`config.mk`:
```
export PLATFORM = sky130hd
export DESIGN_NAME = sync_fifo_ext
export DESIGN_NICKNAME = d
export VERILOG_FILES = /design/src/rtl/sync_fifo_ext.sv
export SDC_FILE = /design/constraint.sdc
export NUM_CORES = 1
export LEC_CHECK = 0
export CORE_MARGIN = 1.5
export CORE_UTILIZATION = 40
export CTS_CLUSTER_DIAMETER = 50
export CTS_CLUSTER_SIZE = 24
export DETAILED_ROUTE_END_ITERATION = 10
export PLACE_DENSITY_LB_ADDON = 0.25
export SYNTH_ARGS = -nofsm -noshare
export SYNTH_HDL_FRONTEND = slang
export SYNTH_SLANG_ARGS = --single-unit
```
`constraint.sdc`:
```
create_clock -name clk -period 2.9 [get_ports clk]
set_clock_uncertainty 0.15 [all_clocks]
set_input_delay 0.29 -clock clk [delete_from_list [all_inputs] [get_ports clk]]
set_output_delay 0.29 -clock clk [all_outputs]
set_load 0.005 [all_outputs]
```
`src/rtl/sync_fifo_ext.sv`:
```
// ---------------------------------------------------------------------------
// sync_fifo_ext
//   Single-clock parametrised FIFO. Uses all DEPTH entries by carrying an
//   extra wrap bit on each pointer. Reports occupancy, almost-full and
//   almost-empty thresholds, and one-cycle overflow/underflow pulses.
//   A write into a full FIFO is accepted when a read is accepted in the same
//   cycle. Read mode is chosen at build time: registered read (FWFT=0) or
//   first-word-fall-through (FWFT=1).
//
// Ports
//   clk           clock, rising edge
//   rst           synchronous active-high reset (priority over w_en/r_en)
//   w_en          write request
//   data_in       write data (WIDTH)
//   r_en          read request / FWFT pop of the current head
//   data_out      read data (WIDTH)
//   full          count == DEPTH
//   empty         count == 0
//   almost_full   count >= AF_THRESH
//   almost_empty  count <= AE_THRESH
//   count         occupancy 0..DEPTH ($clog2(DEPTH)+1 bits)
//   overflow      one-cycle pulse after a rejected write
//   underflow     one-cycle pulse after a rejected read
// ---------------------------------------------------------------------------
module sync_fifo_ext #(
    parameter int WIDTH     = 8,
    parameter int DEPTH     = 32,
    parameter int FWFT      = 0,
    parameter int AF_THRESH = DEPTH - 4,
    parameter int AE_THRESH = 4
) (
    input  logic                     clk,
    input  logic                     rst,
    input  logic                     w_en,
    input  logic [WIDTH-1:0]         data_in,
    input  logic                     r_en,
    output logic [WIDTH-1:0]         data_out,
    output logic                     full,
    output logic                     empty,
    output logic                     almost_full,
    output logic                     almost_empty,
    output logic [$clog2(DEPTH):0]   count,
    output logic                     overflow,
    output logic                     underflow
);

    localparam int A = $clog2(DEPTH);

    localparam logic [A:0] PTR_ZERO_C = {(A + 1){1'b0}};
    localparam logic [A:0] PTR_ONE_C  = {{A{1'b0}}, 1'b1};
    localparam logic [A:0] AF_THR_C   = (A + 1)'(AF_THRESH);
    localparam logic [A:0] AE_THR_C   = (A + 1)'(AE_THRESH);

    logic [WIDTH-1:0] mem_r [DEPTH];
    logic [A:0]       w_ptr_r;
    logic [A:0]       r_ptr_r;
    logic [A:0]       count_s;
    logic             full_s;
    logic             empty_s;
    logic             rd_ok_s;
    logic             wr_ok_s;
    logic             overflow_r;
    logic             underflow_r;

    // Occupancy, flags and accept decisions, derived only from registered pointers.
    always_comb begin
        count_s  = w_ptr_r - r_ptr_r;
        empty_s  = (w_ptr_r == r_ptr_r);
        // Same slot but opposite wrap bit means the writer is a full lap ahead.
        full_s   = (w_ptr_r[A-1:0] == r_ptr_r[A-1:0]) && (w_ptr_r[A] != r_ptr_r[A]);
        rd_ok_s  = r_en && !empty_s;
        // A full FIFO still accepts a write when a slot is freed this cycle.
        wr_ok_s  = w_en && (!full_s || rd_ok_s);
    end

    assign count        = count_s;
    assign full         = full_s;
    assign empty        = empty_s;
    assign almost_full  = (count_s >= AF_THR_C);
    assign almost_empty = (count_s <= AE_THR_C);
    assign overflow     = overflow_r;
    assign underflow    = underflow_r;

    // Storage array; intentionally not reset, stale data is unreachable after reset.
    always_ff @(posedge clk) begin
        if (wr_ok_s) begin
            mem_r[w_ptr_r[A-1:0]] <= data_in;
        end
    end

    // Pointer advance and rejected-request pulses.
    always_ff @(posedge clk) begin
        if (rst) begin
            w_ptr_r     <= PTR_ZERO_C;
            r_ptr_r     <= PTR_ZERO_C;
            overflow_r  <= 1'b0;
            underflow_r <= 1'b0;
        end else begin
            if (wr_ok_s) begin
                w_ptr_r <= w_ptr_r + PTR_ONE_C;
            end
            if (rd_ok_s) begin
                r_ptr_r <= r_ptr_r + PTR_ONE_C;
            end
            overflow_r  <= w_en && !wr_ok_s;
            underflow_r <= r_en && empty_s;
        end
    end

    generate
        if (FWFT != 0) begin : g_fwft
            // Head word is presented directly; zero when nothing is stored.
            always_comb begin
                if (!empty_s) begin
                    data_out = mem_r[r_ptr_r[A-1:0]];
                end else begin
                    data_out = {WIDTH{1'b0}};
                end
            end
        end else begin : g_std
            logic [WIDTH-1:0] data_out_r;

            // Registered read; the array read sees the pre-edge contents, so a
            // same-cycle write into the head slot of a full FIFO is never returned.
            always_ff @(posedge clk) begin
                if (rst) begin
                    data_out_r <= {WIDTH{1'b0}};
                end else if (rd_ok_s) begin
                    data_out_r <= mem_r[r_ptr_r[A-1:0]];
                end
            end

            assign data_out = data_out_r;
        end
    endgenerate

endmodule

```
-- Word level (Yosys, flattened, before mapping)
Memory sizes are Yosys's and may differ from the RTL's. A register that Yosys moved wholly into a read port is not among the register bits.
Cells that the tools add are included.
- latch bits: 0
- flip-flop bits (word level): 14
- word-level logic and storage cells: 24
- output and inout port bits: 20
- bits in writable memories: 256
- bits of input ports: 12
- memories: 1
- memory bits (read-only): 0
- bitwise gates (word level): 0
- magnitude comparators: 2
- shift-type cells: 0
- divide/modulo/power cells: 0
- mux-type cells: 2
- add/subtract/negate cells: 3
- reductions and logical operators: 9
- equal/unequal tests: 3
- multiply operators: 0
- memories (memory ; depth ; bits a word ; rd ports ; clocked after Yosys merged registers in ; wr ports ; RTL line ; text):
    mem_r ; 32 ; 8 ; 1 ; 1 ; 1 ; 54 ; logic [WIDTH-1:0] mem_r [DEPTH];
- operators by type and width (cell ; count):
    6-bit by 1-bit adder with 6-bit output, second input constant ; 2
    6-bit == test ; 1
    6-bit by 5-bit greater-or-equal comparator with 1-bit output, second input constant ; 1
    6-bit by 3-bit <= comparator with 1-bit output, second input constant ; 1
    6-bit subtractor ; 1
    5-bit == test ; 1
    1-bit logical AND ; 5
    1-bit logical NOT ; 3
    1-bit two-way mux ; 2
    1-bit logical OR ; 1
    1-bit != test ; 1

-- Depth between registers and ports, before layout
Gate-level depths: netlist of the first run.
- word-level depth: 7
- gate-level depth with buffers: 11
- gate-level depth less buffers: 8

-- Worst setup path after synthesis of the first run
No wires, ideal clock.
- path kind: reg-to-reg
- start point: register r_ptr_r[2]
- end point: memory mem_r[10][0], enable pin
- slack: 0.207 ns
- path buffers: 3
- period minus slack after synthesis: 2.693 ns
- library setup time: 0.370 ns
- required time: 2.380 ns
- cell stages (with the launch flop): 11
- arrival: 2.173 ns
- cell sequence: dfxtp_1 -> buf_2 -> buf_2 -> inv_1 -> ha_1 -> and4_1 -> nand3_2 -> o21a_1 -> buf_6 -> nand2_1 -> nor2_1
- longest elaborated chain between the ends: 7
- elaborated cells on any way between the ends: 10
- those cells by class: 2 x eq/ne; 2 x mux; 6 x reduce/logical
- RTL lines (what ; RTL line ; text):
    from (decl) ; 56 ; logic [A:0] r_ptr_r;
    from (signal assigned) ; 103 ; r_ptr_r <= r_ptr_r + PTR_ONE_C;
    6-bit == test or 5-bit == test (tied branches) ; 68, 70 ;
    1-bit logical NOT or 1-bit logical AND (tied branches) ; 71, 70 ;
    1-bit logical AND or 1-bit logical NOT (tied branches) ; 71, 73 ;
    1-bit logical OR (*) ; 73 ; wr_ok_s = w_en && (!full_s || rd_ok_s);
    1-bit logical AND (*) ; 73 ;
    1-bit two-way mux (*) ; 86 ; if (wr_ok_s) begin
    1-bit two-way mux (not written as such) (*) ; 87 ; mem_r[w_ptr_r[A-1:0]] <= data_in;
    to (decl) ; 54 ;
Every way passes the cells marked *; elsewhere a longest branch is shown, timed or not.

-- Worst setup path after layout of the first run
- start point: register r_ptr_r[1]
- end point: output almost_empty
- longest elaborated chain between the ends: 2
- RTL lines (what ; RTL line ; text):
    6-bit subtractor ; 67 ; count_s = w_ptr_r - r_ptr_r;
    6-bit by 3-bit <= comparator with 1-bit output ; 80 ; assign almost_empty = (count_s <= AE_THR_C);
    to (decl) ; 41 ; output logic almost_empty,
Every way passes these cells.

==> run metrics, run 1 <==
vias 5944; f_max 0.320 GHz; Seq/Total Area, Yosys 72.9%; Crit Path Class reg -> out; worst reg2reg endpoint mem_r[16][1]$_DFFE_PP_; Overflow after GRT 0; Chip Width 170 um; Pwr Total 9.08 mW; share of cells above drive strength 1 27.9%; Row Count 60; core area 0.0272 mm2; layout net count 741; post-route ant nets 0; # DRC 0; largest stage delay on the critical path 340 ps; wire per inst 22.5 um; IO Count 32; DP HPWL 15.1 mm; failing checks negative setup slack; Slew headroom 57.6%; syn avg cell area 18.1 um2; Critical Path RT 2460 ps; Worst EP arrival 2680 ps; hold_buf cts 0; Final period util 108%; critical path fanouts, max 3; cell area power density 687 mW/mm2; Die H 170 um; Hold WS 186 ps; CP endpoint almost_empty; part of the power in registers 49.2%; Crit-path slowest cell dfxtp_2; Mapped Area 0.0111 mm2; VDD IR max 0.000319 V; total track usage 17.6%; Reg2Reg Depth 7; most common cell after layout, fill and taps aside edfxtp_1; YS warnings 0; dpl cell area 0.0122 mm2; R2R Setup Slk 200 ps; worst path cell trace inv_2 > ha_4 > nor2b_4 > o21ai_2 > a21boi_2 > buf_4 > o211ai_1 > nand3_2 > buf_6 > a2111oi_4 > buf_2; root buf cell clkbuf_16; r2r startpoint w_ptr_r[4]$_SDFFE_PP0P_; clock insertion delay at the later pin of the skew report 540 ps; Pre-antenna DRT Iters 5; detailed router's first-iteration violation count 564; fin crit period 3120 ps; Setup crit end kind primary output; clock share of power 37.4%; RSZ-0062 raised after global routing true; CTS Sinks 278; EDFF count, synth 256; synthesis-to-finish area growth 18.6%; initial antenna violation count 0; worst slew pin tran 637 ps; status complete, but fails checks; Worst Slack Setup Final -222 ps; CTS buffer count 27; fillers 2282; largest net degree at the start of global routing 73; Final setup viols 5; max cap viols 0; Post-Route WL 24.9 mm; Synth cell types 52; Design Area, Final 0.0132 mm2; Internal 6.83 mW; initial core utilization 41.0%; P_leak 4.26 nW; most frequent cells in the layout edfxtp_1 (256), buf_4 (67), nor2_1 (48), mux2i_1 (41), mux4_2 (39); Fin. Hold Viols 0; Non-Filler Instances 1110; routed vias/inst 5.35; Clock Path Buffers 3; Worst-path clk slew 70 ps; first-pass GRT wire length 37.5 mm; Placed Cells 1049; Post-Syn Nets 640; vias in the first global route 5944; Die Area 0.0289 mm2; Crit. Startpoint r_ptr_r[1]$_SDFFE_PP0P_; Post-synth ARST share 0%; Critical Path Start Type flop; CTS tree done; diode count 0; Synth Register Bits 278; Synth Flop Type edfxtp_1; sw frac 24.8%; H-Tree Depth 1; RePlAce Congestion 0.817; IO buf count 31; Psw 2.26 mW; Final Max Slew Viols 0; logic gate share of total power 13.5%; Mapped Cells 617; Hold Crit Class in -> reg
metal layers:
metal  track usage, %  part of all wire, %
met1             26.0                   46
met2             27.6                   47
met3             2.28                  5.2
met4             4.16                  2.2
met5                0                    0
cell type report:
class | count | area, um2 | area share [%]
Inverter | 14 | 56.3 | 0.426
Tap cell | 372 | 465 | 3.52
Clock inverter | 18 | 166 | 1.26
Sequential cell | 278 | 8140 | 61.5
Multi-Input combinational cell | 295 | 2840 | 21.5
Timing Repair Buffer | 102 | 860 | 6.50
Clock buffer | 31 | 701 | 5.30
sequential cells by signal (all words and copies together) (netlist names):
name / flops
mem_r: 256
data_out: 8
r_ptr_r: 6
w_ptr_r: 6
overflow: 1
underflow: 1
power groups by stage:
stage	sequential, mW	combinational (mW)	clock [mW]
floorplan	4.54	0.705	0
global placement	4.55	1.05	0
detailed placement	4.55	1.08	0
CTS	4.47	1.15	3.45
global route	4.47	1.30	3.60
finish	4.47	1.22	3.39
synthesized netlist by cell type, drive strengths merged, types with 3 or more instances:
library cell	instances	area, um2
mux4	40	905
mux2	15	169
nand4	3	25.0
ha	10	125
nor2	51	196
xnor2	8	70.1
buf	22	205
inv	14	52.6
edfxtp	256	7690
o221ai	16	140
clkbuf	8	30.0
mux2i	41	410
o22ai	7	43.8
o21ai	27	135
a21oi	22	110
nand2	14	60.1
dfxtp	22	440
xor2	3	33.8
nand3	6	35.0
a32o	8	80.1
timing repair:
item                                    4_1_cts  5_1_grt
pin swaps                                    11        8
buffers inserted                              5        7
endpoints found under the setup margin        5        5
resized for setup                            27        9
cloned                                        0        0
through the flow:
| stage | setup TNS [ps] | setup WS, ps | util, % |
|---|---|---|---|
| 2_1_floorplan | 0 | 207 | - |
| 3_3_place_gp | 0 | 147 | 44.7 |
| 3_5_place_dp | 0 | 68.0 | 44.7 |
| 4_1_cts | -15.6 | -15.6 | 48.3 |
| 5_1_grt | -671 | -222 | 48.7 |
| 6_report | -604 | -222 | 48.7 |
logic make-up (layout without fill, tap and decap cells):
group / Yosys count / after routing / share of synthesized area, %
XOR/XNOR: 11 / 11 / 0.932
flip-flops: 278 / 278 / 72.9
adder cells (fa/ha/maj): 11 / 11 / 1.30
AO/OA/AOI/OAI: 86 / 86 / 5.02
buffers and inverters: 44 / 165 / 2.58
AND/OR/NAND/NOR: 91 / 91 / 3.96
multiplexers: 96 / 96 / 13.3
critical path, delay by kind of cell, from the launching register on:
kind / cells / cell delay (ps)
AOI/OAI and AO/OA: 4 / 780
adders and majority gates: 1 / 210
and+or+nand+nor: 2 / 270
buffers and inverters: 4 / 530
DFF: 1 / 340
worst min path at each step:
stage / from / endpoint / slack, ps / depth (start not counted)
floorplan: r_en / overflow$_SDFF_PP0_ / 220 / 1
global placement: data_out[0]$_SDFFE_PP0P_ / data_out[0]$_SDFFE_PP0P_ / 360 / 1
detailed placement: w_ptr_r[5]$_SDFFE_PP0P_ / w_ptr_r[5]$_SDFFE_PP0P_ / 380 / 2
CTS: w_en / overflow$_SDFF_PP0_ / 160 / 3
global route: w_en / overflow$_SDFF_PP0_ / 210 / 3
finish: w_en / overflow$_SDFF_PP0_ / 190 / 3
(Power assumes the default switching activity.)
==> run 2: changes to the inputs <==
--- a/config.mk
+++ b/config.mk
@@ -7,2 +7,3 @@
 export LEC_CHECK = 0
+export CORE_ASPECT_RATIO = 1.5
 export CORE_MARGIN = 1.5
@@ -12,3 +13,3 @@
 export DETAILED_ROUTE_END_ITERATION = 10
-export PLACE_DENSITY_LB_ADDON = 0.25
+export PLACE_DENSITY = 0.66
 export SYNTH_ARGS = -nofsm -noshare
--- a/constraint.sdc
+++ b/constraint.sdc
@@ -4,2 +4,2 @@
 set_output_delay 0.29 -clock clk [all_outputs]
-set_load 0.005 [all_outputs]
+set_load 0.05 [all_outputs]
==> run 2 against run 1 <==
The run now ends clean. Maximum frequency is 8.3% higher. Power is 10% lower. Non-clock buffer count is 10 lower. Clock-buffer cell count is 8 lower. Combinational power is 25% higher. First-iteration DRC count is 28% lower. Hold slack better by 47 ps. Largest power group unchanged. Highest routed layer unchanged.
==> run metrics, run 2 (synthesis gave the netlist of run 1 again) <==
RSZ-0062 raised after global routing true; Die H 207 um (+22%); critical path fanouts, max 3 (unchanged); Final setup viols 0 (-5); CTS buffer count 15 (-44%); Placement Setup Slack 211 ps (+143 ps); H-Tree Depth 1 (unchanged); largest net degree at the start of global routing 73 (unchanged); Non-Filler Instances 1046 (-5.8%); fin crit period 2880 ps (-239 ps); Pre-antenna DRT Iters 4 (-1); Final period util 99.4% (-8.2 points); crit path buf inv count 2 (-2); most frequent cells in the layout edfxtp_1 (256), buf_4 (60), nor2_1 (48), mux2i_1 (41), mux4_2 (39); area occupied by multi-input gates 0.00285 mm2 (+0.26%); max reg flops 256 (unchanged); Worst-path clk slew 90 ps (+20 ps); clock insertion delay at the later pin of the skew report 480 ps (-60 ps); Clock Path Buffers 3 (unchanged); Worst Hold End overflow$_SDFF_PP0_; wire per inst 21.9 um (-2.5%); R2R Setup Slk 170 ps (-30 ps); P_leak 4.05 nW (-5.1%); Slew headroom 56.7% (-0.87 points); Crit Path Class reg -> out; Hold WS 233 ps (+46.9 ps); worst path cell trace inv_2 > ha_4 > fa_2 > o21ai_2 > a21oi_2 > xnor2_2 > a2111oi_4 > clkbuf_16; worst slew pin tran 646 ps (+9.51 ps); IO buf count 31 (unchanged); largest stage delay on the critical path 400 ps (+60 ps); initial core utilization 40.8% (-0.21 points); fillers 2238 (-1.9%); diode count 0 (unchanged); fin util 46.7% (-2.0 points); Register Area 0.00814 mm2 (about the same); cell area power density 639 mW/mm2 (-7.0%); Final Max Slew Viols 0 (unchanged); IO Count 32 (unchanged); worst reg2reg endpoint mem_r[13][5]$_DFFE_PP_; CTS Sinks 278 (unchanged); max cap viols 0 (unchanged); Critical Path RT 2460 ps (about the same); Critical Path Start Type flop; detailed router's first-iteration violation count 407 (-28%); initial antenna violation count 0 (unchanged); VDD IR max 0.000329 V (+3.2%); first-pass GRT wire length 35.6 mm (-5.2%); Row Count 74 (+23%); Worst Slack Setup Final 17.0 ps (+239 ps); share of cells above drive strength 1 25.1% (-2.8 points); CTS tree done; core area 0.0273 mm2 (+0.51%); Reg2Reg Depth 8 (+1); RePlAce Congestion 0.801 (-2.0%); Fin. Hold Viols 0 (unchanged); layout net count 719 (-3.0%); most common cell after layout, fill and taps aside edfxtp_1; Hold Crit Class in -> reg; Post-Route WL 22.9 mm (-8.1%); routed vias/inst 5.41 (+0.98%); root buf cell clkbuf_16; Setup crit end kind primary output; Worst EP arrival 2440 ps (-240 ps); post-route ant nets 0 (unchanged); total track usage 16.2% (-1.4 points); Pwr Total 8.15 mW (-10%); status finished clean; Min-Delay Path Depth 3 (unchanged); DP HPWL 15.6 mm (+2.9%); Overflow after GRT 0 (unchanged); Chip Width 139 um (-18%); r2r startpoint r_ptr_r[2]$_SDFFE_PP0P_; vias 5656 (-4.8%); vias in the first global route 6019 (+1.3%); synthesis-to-finish area growth 14.4%; Die Area 0.0289 mm2 (about the same); worst hold start w_en; # DRC 0 (unchanged); CP top delay family compound AO/OA/AOI/OAI gates; Crit-path slowest cell fa_2; f_max 0.347 GHz (+8.3%); Placed Cells 1016 (-3.1%)
run 2: changes by cell type in the layout (fill, tap and decap cells not counted), sizes merged:
cell and change:
clkdlybuf4s50 -5, clkbuf -7, buf -3, clkinv -6, clkdlybuf4s15 -1, inv -5
clkinvlp -5, dlygate4sd2 -2
run 2: power breakdown:
group / internal [mW] / switching, mW
logic: 0.675 / 0.856
registers: 4.42 / 0.0380
clock network: 0.983 / 1.17
run 2: what timing repair did:
| action | CTS | global route |
|---|---|---|
| setup buffers | 3 | 2 |
| pin swaps | 7 | 5 |
| setup endpoints to repair | 3 | 33 |
| hold buffers | 0 | 0 |
| gates resized for setup | 12 | 10 |
run 2: area by class of cell:
class / instances / share of cell area, %
Sequential cell: 278 / 63.8
Multi-Input combinational cell: 295 / 22.3
Timing Repair Buffer: 92 / 6.80
Tap cell: 342 / 3.35
Clock buffer: 23 / 3.18
Inverter: 14 / 0.412
Clock inverter: 2 / 0.108
run 2: worst register-to-register path, delay by kind of cell (launching register included):
kind / cells / cell delay [ps]
AO/OA/AOI/OAI: 1 / 390
AND/OR/NAND/NOR: 4 / 950
buffers and inverters: 2 / 260
flip-flops: 1 / 340
adder cells (fa/ha/maj): 1 / 360
run 2: layer usage:
layer | global-route usage [%] | vias to the layer above | wire, um
met3 | 1.85 | 38 | 668
li1 | - | 2600 | -
met5 | 0 | - | 0
met1 | 18.8 | 2901 | 8890
met2 | 30.1 | 117 | 12500
met4 | 6.46 | 0 | 795
run 2: worst max path at each step:
stage | from | endpoint | slack, ps | cells after the start
global placement | w_ptr_r[4]$_SDFFE_PP0P_ | mem_r[30][3]$_DFFE_PP_ | 320 | 7
finish | w_ptr_r[0]$_SDFFE_PP0P_ | almost_empty | 20 | 8
floorplan | r_ptr_r[2]$_SDFFE_PP0P_ | almost_empty | -60 | 9
detailed placement | w_ptr_r[4]$_SDFFE_PP0P_ | mem_r[30][3]$_DFFE_PP_ | 210 | 7
global route | w_ptr_r[0]$_SDFFE_PP0P_ | almost_empty | -70 | 8
CTS | r_ptr_r[1]$_SDFFE_PP0P_ | almost_empty | 8 | 9
run 2: per-stage QoR:
step	cell area (um2)	setup TNS, ps
final	12800	0
after detailed placement	12200	0
after global placement	12200	0
after global routing	12800	-73.9
after floorplan	11200	-75.2
after CTS	12700	0
==> run 3: changes to the inputs <==
Settings changed: PLACE_DENSITY 0.66 to 0.64.
Clock period 2.9 ns to 3 ns, I/O delays scaled along.
==> run 3 against run 2 <==
The flow now finishes with violations (design-rule violations). Non-clock buffer count is 2 lower. Largest cell class unchanged. Global-route usage increased by 0.43 points. Largest power group unchanged. Core utilization is 0.68 points higher. Sequential power fell by 3%.
==> run metrics, run 3 (synthesis gave the netlist of run 1 again) <==
most common cell after layout, fill and taps aside edfxtp_1; hold_buf cts 0 (unchanged); vias 5712 (+0.99%); Setup crit end kind primary output; Chip Width 139 um (unchanged); wire per inst 22.6 um (+3.1%); largest net degree at the start of global routing 73 (unchanged); gr busiest metal met2; core area 0.0273 mm2 (unchanged); Hold Crit Class in -> reg; logic gate share of total power 17.5% (-1.3 points); clock insertion delay at the later pin of the skew report 510 ps (+30 ps); Worst Slack Setup Final 61.2 ps (+44.2 ps); Post-Route WL 23.7 mm (+3.5%); status complete, but fails checks; critical path fanouts, max 3 (unchanged); DP HPWL 16.0 mm (+2.7%); Row Count 74 (unchanged); CTS Sinks 278 (unchanged); Hold WS 283 ps (+50.8 ps); most frequent cells in the layout edfxtp_1 (256), buf_4 (57), nor2_1 (48), mux2i_1 (41), mux4_2 (39); Final setup viols 0 (unchanged); Register Area 0.00814 mm2 (about the same); CTS tree done; IO Count 32 (unchanged); R2R Setup Slk 240 ps (+70 ps); Final period util 98.0%; Die Area 0.0289 mm2 (unchanged); part of the power in registers 50.8% (-4.0 points); Critical Path RT 2550 ps (+90 ps); detailed router's first-iteration violation count 439 (+7.9%); initial core utilization 40.8% (unchanged); Crit Path Class reg -> out; share of cells above drive strength 1 25.8% (+0.71 points); Clock Path Buffers 3 (unchanged); # DRC 3 (+3); largest stage delay on the critical path 450 ps (+50 ps); vias in the first global route 6072 (+0.88%); max cap viols 0 (unchanged); root buf cell clkbuf_16; initial antenna violation count 0 (unchanged); H-Tree Depth 1 (unchanged); IO buf count 31 (unchanged); worst slew pin tran 653 ps (+6.51 ps); Internal 6.31 mW (+3.7%); Die H 207 um (unchanged); VDD IR max 0.000305 V (-7.2%); fin util 47.4% (+0.68 points); Psw 2.19 mW (+5.9%); routed vias/inst 5.44 (+0.61%); layout net count 720 (+0.14%); P_leak 4.13 nW (+2.1%); Worst-path clk slew 80 ps (about the same); CP top delay family adder cells; area occupied by multi-input gates 0.00283 mm2 (-0.66%); first-pass GRT wire length 36.4 mm (+2.4%); Overflow after GRT 0 (unchanged); post-route ant nets 0 (unchanged); Pre-antenna DRT Iters 7 (+3); Worst EP arrival 2490 ps (+50 ps); f_max 0.340 GHz; crit path buf inv count 3 (+1); fillers 2209 (-1.3%); clock share of power 31.7% (+5.2 points); cell area power density 657 mW/mm2 (+2.8%); RSZ-0062 raised after global routing true; fin crit period 2940 ps; RePlAce Congestion 0.841 (+5.0%); Fin. Hold Viols 0 (unchanged); met1 Resource Use GR 20.2% (+1.4 points); Critical Path Start Type flop; CTS buffer count 18 (+3); diode count 0 (unchanged); Slew headroom 56.5% (-0.20 points); Placement Setup Slack 250 ps (+38.8 ps); Setup Total Neg Slack 0 ps (unchanged); total track usage 16.6% (+0.43 points); worst path cell trace inv_4 > ha_4 > fa_2 > buf_4 > xnor2_1 > a31o_2 > buf_12; met2 Track Usage GR 30.4% (+0.31 points); Final Max Slew Viols 0 (unchanged); sw frac 25.8% (+0.40 points); max reg flops 256 (unchanged); failing checks design-rule violations; synthesis-to-finish area growth 16.1%; met3 Usage GRT 1.57% (-0.28 points); Crit-path slowest cell xnor2_1
run 3: cell count changes in the layout (fill, tap and decap cells not counted), moves of 2 or more:
cell	change
dfxtp_2	+2
nand2_2	-2
clkbuf_1	-7
clkbuf_16	+4
bufinv_16	+2
nand2_1	+2
clkinv_1	+2
buf_4	-3
run 3: metrics by stage:
stage | instance area, um2 | total power [mW] | instances
after floorplan | 11200 | 5.36 | 617
after global placement | 12200 | 5.81 | 1013
after detailed placement | 12200 | 5.83 | 1013
after CTS | 12800 | 8.52 | 1044
after global routing | 12900 | 8.77 | 1050
final | 12900 | 8.50 | 1050
run 3: worst min-delay path: cells and delay by family:
| kind | cells | cell delay, ps |
|---|---|---|
| and+or+nand+nor | 1 | 60 |
| buffers and inverters | 2 | 520 |
run 3: area by class of cell:
type | count | area share (%)
Multi-Input combinational cell | 295 | 21.9
Timing Repair Buffer | 90 | 6.62
Inverter | 14 | 0.425
Clock inverter | 11 | 1.18
Clock buffer | 20 | 3.70
Sequential cell | 278 | 62.9
Tap cell | 342 | 3.31
run 3: timing repair:
item	CTS	global route
resized for setup	12	13
setup endpoints to repair	5	2
pin swaps	5	10
setup buffers	0	6
run 3: final timing paths:
kind                                                from                       end  cells past startpoint
worst min register to register  data_out[2]$_SDFFE_PP0P_  data_out[2]$_SDFFE_PP0P_                      1
worst max-delay path             w_ptr_r[0]$_SDFFE_PP0P_               almost_full                      7
worst max register to register   w_ptr_r[4]$_SDFFE_PP0P_    mem_r[20][2]$_DFFE_PP_                      7
worst min-delay path                                w_en       overflow$_SDFF_PP0_                      3
run 3: per-layer routing:
metal	vias up	share of wire [%]
li1	2610	-
met1	2942	40
met2	122	54
met3	38	3.1
met4	0	2.9
met5	-	0
run 3: power groups by stage:
stage	combinational, mW	clock [mW]	sequential, mW
after floorplan	0.896	0	4.46
after global placement	1.41	0	4.40
after detailed placement	1.43	0	4.40
after CTS	1.44	2.76	4.31
after global routing	1.58	2.87	4.32
final	1.49	2.69	4.31
